===== config.mk =====
export PLATFORM = sky130hd
export DESIGN_NAME = imm_extend_pipe_flat
export DESIGN_NICKNAME = d
export VERILOG_FILES = /design/src/rtl/imm_extend_pipe_if.sv /design/src/rtl/imm_extend_pipe.sv /design/src/flat_wrapper.sv
export SDC_FILE = /design/constraint.sdc
export NUM_CORES = 1
export LEC_CHECK = 0
export CORE_AREA = 2 2 77 115
export DETAILED_ROUTE_END_ITERATION = 16
export DIE_AREA = 0 0 79 117
export PLACE_DENSITY = 0.77
export SLEW_MARGIN = 25
export SYNTH_ARGS = -nofsm -noshare
export SYNTH_HDL_FRONTEND = slang
export SYNTH_SLANG_ARGS = --single-unit

===== constraint.sdc =====
create_clock -name clk -period 1.7 [get_ports clk]
set_input_delay 0.34 -clock clk [delete_from_list [all_inputs] [get_ports clk]]
set_output_delay 0.34 -clock clk [all_outputs]
set_load 0.02 [all_outputs]

===== src/rtl/imm_extend_pipe_if.sv =====
`default_nettype none
// ============================================================================
// Module  : imm_extend_pipe_if
// Brief   : Input/output handshake bundle for the immediate-extension stage.
// Revision: 1.0
// ============================================================================
interface imm_extend_pipe_if #(
    parameter int IN_W  = 16,
    parameter int OUT_W = 32,
    parameter int TAG_W = 5
);
    logic             in_valid;
    logic             in_ready;
    logic [IN_W-1:0]  in_imm;
    logic [1:0]       in_mode;
    logic [TAG_W-1:0] in_tag;
    logic             out_valid;
    logic             out_ready;
    logic [OUT_W-1:0] out_data;
    logic [TAG_W-1:0] out_tag;

    modport master (
        output in_valid, in_imm, in_mode, in_tag, out_ready,
        input  in_ready, out_valid, out_data, out_tag
    );

    modport slave (
        input  in_valid, in_imm, in_mode, in_tag, out_ready,
        output in_ready, out_valid, out_data, out_tag
    );
endinterface
`default_nettype wire


===== src/rtl/imm_extend_pipe.sv =====
`default_nettype none
// ============================================================================
// Module  : imm_extend_pipe
// Brief   : Sign/zero/upper/branch immediate extension behind a 2-entry skid.
// Revision: 1.0
// ============================================================================
module imm_extend_pipe #(
    parameter int IN_W  = 16,
    parameter int OUT_W = 32,
    parameter int SHIFT = 2,
    parameter int TAG_W = 5
) (
    input  wire logic          clk,
    input  wire logic          rst_n,
    input  wire logic          flush,
    imm_extend_pipe_if.slave   bus
);
    typedef enum logic [1:0] {
        S_EMPTY = 2'd0,
        S_ONE   = 2'd1,
        S_TWO   = 2'd2
    } state_t;

    state_t           state_q, state_d;
    logic             in_ready_q, in_ready_d;
    logic [OUT_W-1:0] main_data_q, main_data_d;
    logic [TAG_W-1:0] main_tag_q, main_tag_d;
    logic [OUT_W-1:0] skid_data_q, skid_data_d;
    logic [TAG_W-1:0] skid_tag_q, skid_tag_d;

    logic [OUT_W-1:0] w_sext;
    logic [OUT_W-1:0] w_ext;
    logic             w_in_fire;
    logic             w_out_fire;
    logic             w_out_valid;

    assign w_sext = OUT_W'($signed(bus.in_imm));

    always_comb begin
        w_ext = w_sext;
        case (bus.in_mode)
            2'b00:   w_ext = w_sext;
            2'b01:   w_ext = OUT_W'(bus.in_imm);
            2'b10:   w_ext = OUT_W'(bus.in_imm) << (OUT_W - IN_W);
            default: w_ext = w_sext << SHIFT;
        endcase
    end

    assign w_out_valid = (state_q != S_EMPTY);
    assign w_in_fire   = bus.in_valid & in_ready_q;
    assign w_out_fire  = w_out_valid & bus.out_ready;

    always_comb begin
        state_d     = state_q;
        main_data_d = main_data_q;
        main_tag_d  = main_tag_q;
        skid_data_d = skid_data_q;
        skid_tag_d  = skid_tag_q;

        case (state_q)
            S_EMPTY: begin
                if (w_in_fire) begin
                    state_d     = S_ONE;
                    main_data_d = w_ext;
                    main_tag_d  = bus.in_tag;
                end
            end
            S_ONE: begin
                if (w_in_fire && w_out_fire) begin
                    main_data_d = w_ext;
                    main_tag_d  = bus.in_tag;
                end else if (w_in_fire) begin
                    state_d     = S_TWO;
                    skid_data_d = w_ext;
                    skid_tag_d  = bus.in_tag;
                end else if (w_out_fire) begin
                    state_d     = S_EMPTY;
                end
            end
            S_TWO: begin
                // in_ready is low here, so only the drain path can move
                if (w_out_fire) begin
                    state_d     = S_ONE;
                    main_data_d = skid_data_q;
                    main_tag_d  = skid_tag_q;
                end
            end
            default: state_d = S_EMPTY;
        endcase

        if (flush) begin
            state_d     = S_EMPTY;
            main_data_d = '0;
            main_tag_d  = '0;
            skid_data_d = '0;
            skid_tag_d  = '0;
        end

        in_ready_d = (state_d != S_TWO);
    end

    always_ff @(posedge clk or negedge rst_n) begin
        if (!rst_n) begin
            state_q     <= S_EMPTY;
            in_ready_q  <= 1'b1;
            main_data_q <= '0;
            main_tag_q  <= '0;
            skid_data_q <= '0;
            skid_tag_q  <= '0;
        end else begin
            state_q     <= state_d;
            in_ready_q  <= in_ready_d;
            main_data_q <= main_data_d;
            main_tag_q  <= main_tag_d;
            skid_data_q <= skid_data_d;
            skid_tag_q  <= skid_tag_d;
        end
    end

    assign bus.in_ready  = in_ready_q;
    assign bus.out_valid = w_out_valid;
    assign bus.out_data  = main_data_q;
    assign bus.out_tag   = main_tag_q;
endmodule
`default_nettype wire


===== src/flat_wrapper.sv =====
// flat-port wrapper written by rule: the top's interface ports become plain ports
module imm_extend_pipe_flat 
#(
    parameter int IN_W  = 16,
    parameter int OUT_W = 32,
    parameter int SHIFT = 2,
    parameter int TAG_W = 5
)
  (clk, rst_n, flush, bus_in_valid, bus_in_imm, bus_in_mode, bus_in_tag, bus_out_ready, bus_in_ready, bus_out_valid, bus_out_data, bus_out_tag);
  imm_extend_pipe_if #(.IN_W(IN_W), .OUT_W(OUT_W), .TAG_W(TAG_W)) bus_i ();
  input  wire logic clk;
  input  wire logic rst_n;
  input  wire logic flush;
  input wire logic [$bits(bus_i.in_valid)-1:0] bus_in_valid;
  input wire logic [$bits(bus_i.in_imm)-1:0] bus_in_imm;
  input wire logic [$bits(bus_i.in_mode)-1:0] bus_in_mode;
  input wire logic [$bits(bus_i.in_tag)-1:0] bus_in_tag;
  input wire logic [$bits(bus_i.out_ready)-1:0] bus_out_ready;
  output wire logic [$bits(bus_i.in_ready)-1:0] bus_in_ready;
  output wire logic [$bits(bus_i.out_valid)-1:0] bus_out_valid;
  output wire logic [$bits(bus_i.out_data)-1:0] bus_out_data;
  output wire logic [$bits(bus_i.out_tag)-1:0] bus_out_tag;
  assign bus_i.in_valid = bus_in_valid;
  assign bus_i.in_imm = bus_in_imm;
  assign bus_i.in_mode = bus_in_mode;
  assign bus_i.in_tag = bus_in_tag;
  assign bus_i.out_ready = bus_out_ready;
  assign bus_in_ready = bus_i.in_ready;
  assign bus_out_valid = bus_i.out_valid;
  assign bus_out_data = bus_i.out_data;
  assign bus_out_tag = bus_i.out_tag;
  imm_extend_pipe #(.IN_W(IN_W), .OUT_W(OUT_W), .SHIFT(SHIFT), .TAG_W(TAG_W)) u_core (.clk(clk), .rst_n(rst_n), .flush(flush), .bus(bus_i));
endmodule

# Word-level counts from Yosys, hierarchy flattened
# Cells that the tools add are included.
# Widths: inputs -> output; s select.
totals:
  reg_bits: 77
  in_bits: 28
  word_cells: 50
op_classes:
  eq_ne: 9
  n_mux: 24
  bitwise: 2
  reduce_logical: 9
ops:
  columns: ["op", "count"]
  rows:
  - ["$mux 32", 7]
  - ["$pmux 32 s3", 2]
  - ["$mux 5", 7]
  - ["$pmux 5 s3", 1]
  - ["$mux 2", 6]
  - ["$ne 3x2->1 const B", 3]
  - ["$pmux 2 s3", 1]
  - ["$reduce_bool 2->1", 3]
  - ["$eq 2x1->1 const B", 2]
  - ["$eq 2x2->1 const B", 2]
  - ["$logic_not 2->1", 2]
  - ["$ne 2x2->1 const B", 2]
  - ["$reduce_and 4->1", 1]
  - ["$reduce_bool 4->1", 1]
  - ["$reduce_and 3->1", 1]
  - ["$and 1x1->1", 2]
  - ["$logic_and 1x1->1", 1]

# Depth between registers and ports, before layout
logic_depth:
  word_depth: 8
  ltp_mapped: 7
  ltp_nobuf: 4

# Worst setup path after synthesis
# Ideal clock, no wire load.
synth_timing:
  kind: "register -> register"
  startpoint: "reg u_core.in_ready_q, in the netlist u_core.bus.in_ready"
  endpoint: "reg u_core.skid_data_q[21]"
  setup_ns: 0.138
  arrival_time_ns: 1.737
  required_time_ns: 1.562
  setup_slack_ns: -0.175
  path_stages_with_launch: 7
  synth_period_minus_slack_ns: 1.875
  path_cell_list: "dfstp_2 nand2_1 or3_1 clkbuf_1 a21oi_1 buf_2 a211oi_1"
synth_between:
  elab_chain_len: 4
synth_rtl:
  columns: ["element", "line_no", "source"]
  rows:
  - ["start, declared", "imm_extend_pipe.sv:25", "logic in_ready_q, in_ready_d;"]
  - ["start signal, assigned", "imm_extend_pipe.sv:112", "in_ready_q <= in_ready_d;"]
  - ["$and 1x1->1 *", "imm_extend_pipe.sv:50", "assign w_in_fire = bus.in_valid & in_ready_q;"]
  - ["$logic_and 1x1->1", "imm_extend_pipe.sv:69", "if (w_in_fire && w_out_fire) begin"]
  - ["$ne 2x2->1 (no line)", null, null]
  - ["$reduce_and 3->1 (no line) *", null, null]
  - ["end signal, assigned", "imm_extend_pipe.sv:115", "skid_data_q <= skid_data_d;"]
  - ["end, declared", "imm_extend_pipe.sv:28", "logic [OUT_W-1:0] skid_data_q, skid_data_d;"]
# Mark *: on every way between the ends. The rest lies on a longest branch, timed or not.
# A chain may end at the register's enable or synchronous reset.

# Final worst setup path
layout_timing:
  startpoint: "reg u_core.main_data_q[5], in the netlist u_core.bus.out_data[5]"
  endpoint: "out bus_out_data[5]"
layout_rtl:
  columns: ["element", "line_no", "source"]
  rows:
  - ["start, declared", "imm_extend_pipe.sv:26", "logic [OUT_W-1:0] main_data_q, main_data_d;"]
  - ["start signal, assigned", "imm_extend_pipe.sv:113", "main_data_q <= main_data_d;"]
  - ["end, declared", "flat_wrapper.sv:21", "output wire logic [$bits(bus_i.out_data)-1:0] bus_out_data;"]
# No word-level cell between the ends.

==> metrics.md <==
| Metric | Value |
|---|---|
| Drt pass-1 iters | 4 |
| Critical path class | flip-flop to output port |
| Post-route DRC | 0 |
| Antenna Nets Post-Route | 0 |
| Ant. Diodes | 0 |
| Worst EP required | 1360 ps |
| Net Sw Frac | 24.66% |
| Synth top area cells | dfrtp_1 49%, mux2_4 12%, a211oi_1 11% |
| Post-synthesis cell area | 3851 sq um |
| Total Wirelength | 9821 um |
| Hold Violations, Final | 0 |
| Setup violators final | 0 |
| Cell with the most instances after synthesis | dfrtp_1 |
| Slowest cell on the critical path | clkdlybuf4s50_1 |
| Clock Tree Buf Depth | 2 |
| Cell taking the most area after synthesis | dfrtp_1 |
| Synth Register Bits | 77 |
| Hold Crit Class | input pin to flip-flop |
| Worst path max stage delay | 610 ps |
| Pwr Density | 997.9 nW/um^2 |
| Die W | 79 um |
| TritonCTS Buffers | 9 |
| Global Route Usage Sum | 21.99% |
| Syn_nets | 405 |
| Synth Area in Simple Gates | 14.46% |
| Largest family of logic cells by synthesized area | compound AO/OA/AOI/OAI gates |
| Fmax | 606.0 MHz |
| Syn Area/Cell | 10.22 sq um |
| Combinational group share of total power | 18.9% |
| P_sw | 0.001287 W |
| Syn Inst Count | 377 |
| Clock Power Share | 42.0% |
| Max-Cap Viols | 0 |
| CP Launch Type | flip-flop |
| Nets@finish | 481 |
| Vias | 3124 |
| Clock latency on the worst-skew pair | 330 ps |
| Period utilization | 97.06% |
| Max FO, Critical Path | 2 |
| Crit path time final | 1650 ps |
| Crit path buf inv count | 1 |
| RSZ-0062 raised after global routing | true |
| CP delay by family, top | buffers and inverters |
| Worst-Margin Slew | 410.8 ps |
| Placer Congestion | 0.7978 |
| CTS sink count | 77 |
| Top_reg_cell synth | dfrtp_1 |
| Synth top cells by count | 76 x dfrtp_1, 62 x nor2_1, 58 x a211oi_1, 43 x nand2_1 |
| Relative slew slack | 72.61% |
| Initial antenna violation count | 0 |
| Worst Clk Skew | 3.997 ps |
| Flop pwr share | 39.1% |
| Via density | 5.529 |
| Status | completed |
| CP arrival | 1310 ps |
| Pint | 0.003932 W |
| Starting Density | 46.34% |
| Yosys warns | 0 |
| Die Span Y | 117 um |
| H-tree depth | 3 |
| Vias in the first global route | 3119 |
| XOR/XNOR share of the synthesized area | 0.2274% |
| Adder-cell area share of the yosys netlist | 0% |
| Worst-path clk slew | 60 ps |
| Row cnt | 41 |
| Synth cell types | 30 |
| Tot Pwr | 0.005219 W |
| LEAKAGE | 2.460 nW |
| Boundary Pins | 67 |
| Maximum vdd drop | 0.6888 mV |
| Async SR Flop Fraction | 100.0% |
| Core Region | 8310 sq um |
| CTS Root Buffer Type | clkbuf_16 |
| First-pass GRT wire length | 15650 um |
| Die area | 9243 sq um |
| Port bufs | 66 |
| Sequential area share after synthesis | 50.06% |
| Share of the synthesized area in the top cell type | 49.38% |
| Slew Limit Fails | 0 |
| DRT iter0 DRCs | 296 |
| Total grt overflow | 0 |
| Area delta synth->final | 35.80% |
| Critical path capture point type | output port |
| Share of cells above drive strength 1 | 20.52% |
| Critical path, cell by cell | clkdlybuf4s50_1 |
| Pin count of the biggest net entering global routing | 55 |
| Compound-gate portion of the synthesized area | 16.80% |
| TritonCTS clock tree | yes |
| Final HPWL DP | 6307 um |
| Post-synthesis mux area share | 14.33% |
| Post-synth EDFFs | 0 |
| Finished Layout Cells | 565 |
| Placed cells | 544 |
| WL/cell | 17.38 um |
[placed cells by master, fill, tap and decap left out, drive strengths merged, types with 2 or more instances in the layout]
cell	instances
nor2b	17
o21ai	2
dlymetal6s2s	7
nor2	62
clkbuf	13
nand2	43
dfrtp	76
clkdlybuf4s50	55
buf	31
a211oi	58
inv	3
bufinv	3
nand2b	2
a21oi	30
mux2	39
[metrics by stage]
| step | instance area, sq um | util [%] | worst slack, ps | hold slack [ps] | TNS, ps |
|---|---|---|---|---|---|
| 2_1_floorplan | 3889 | - | 11.47 | 44.41 | 0 |
| 3_3_place_gp | 4772 | 57.42 | -395.7 | 255.7 | -17380 |
| 3_5_place_dp | 4772 | 57.42 | -458.7 | 267.7 | -19310 |
| 4_1_cts | 5127 | 61.70 | 6.549 | 318.8 | 0 |
| 5_1_grt | 5230 | 62.93 | -22.60 | 329.1 | -65.35 |
| 6_report | 5230 | 62.93 | 49.92 | 320.2 | 0 |
[flip-flops by register name, indices dropped and copies added, names as in the netlist]
name	count
u_core.bus.out_data	32
u_core.skid_data_q	32
u_core.bus.out_tag	5
u_core.skid_tag_q	5
u_core.state_q	2
u_core.bus.in_ready	1
[layer usage]
metal  up-vias  part of all wire [%]  track usage, %
met5         -                     0               0
met4         0                   2.3           9.195
met3        16                   4.5           4.525
met2       105                    51           35.20
met1      1538                    42           29.25
li1       1465                     -               -
[power groups by stage]
stage,combinational (W),sequential [W],clock [W]
detailed placement,0.000964,0.00207,0
global route,0.00106,0.00206,0.00231
floorplan,0.000431,0.00217,0
finish,0.000987,0.00204,0.00219
CTS,0.000970,0.00204,0.00223
global placement,0.000947,0.00207,0
[area by class of cell]
type	instances	area [sq um]
Tap cell	107	133.9
Clock buffer	12	246.5
Sequential cell	77	1929
Timing Repair Buffer	96	988.4
Fill cell	671	3080
Inverter	3	11.26
Multi-Input combinational cell	266	1826
Clock inverter	4	95.09
[repair_timing]
| item | in CTS | in global routing |
|---|---|---|
| gates cloned | 0 | 1 |
| pin swaps | 0 | 1 |
| gates resized for setup | 7 | 17 |
| buffers inserted | 0 | 3 |
| hold buffers | 1 | 0 |
| endpoints found under the hold margin | 21 | 0 |
| setup endpoints to repair | 17 | 40 |
[logic make-up (layout without fill, tap and decap cells)]
group	Yosys count	count (layout)
AOI/OAI and AO/OA	96	96
xor gates and xnor gates	1	1
buffers and inverters	34	115
DFF	77	77
muxes	39	39
and+or+nand+nor	130	130
[path summary, 6_finish.rpt]
check                                        startpoint                      end  slack [ps]  depth (start not counted)
worst min register to register  u_core.bus.out_data[29]  u_core.bus.out_data[29]         490                          1
min in group asynchronous                         rst_n   u_core.skid_data_q[26]         450                          2
worst max-delay path             u_core.bus.out_data[5]          bus_out_data[5]          50                          1
worst min-delay path                              flush      u_core.bus.in_ready         320                          3
worst max register to register        u_core.state_q[1]  u_core.bus.out_data[13]          50                          5
max in group asynchronous                         rst_n    u_core.skid_data_q[3]         690                          3
(Power assumes the default switching activity.)
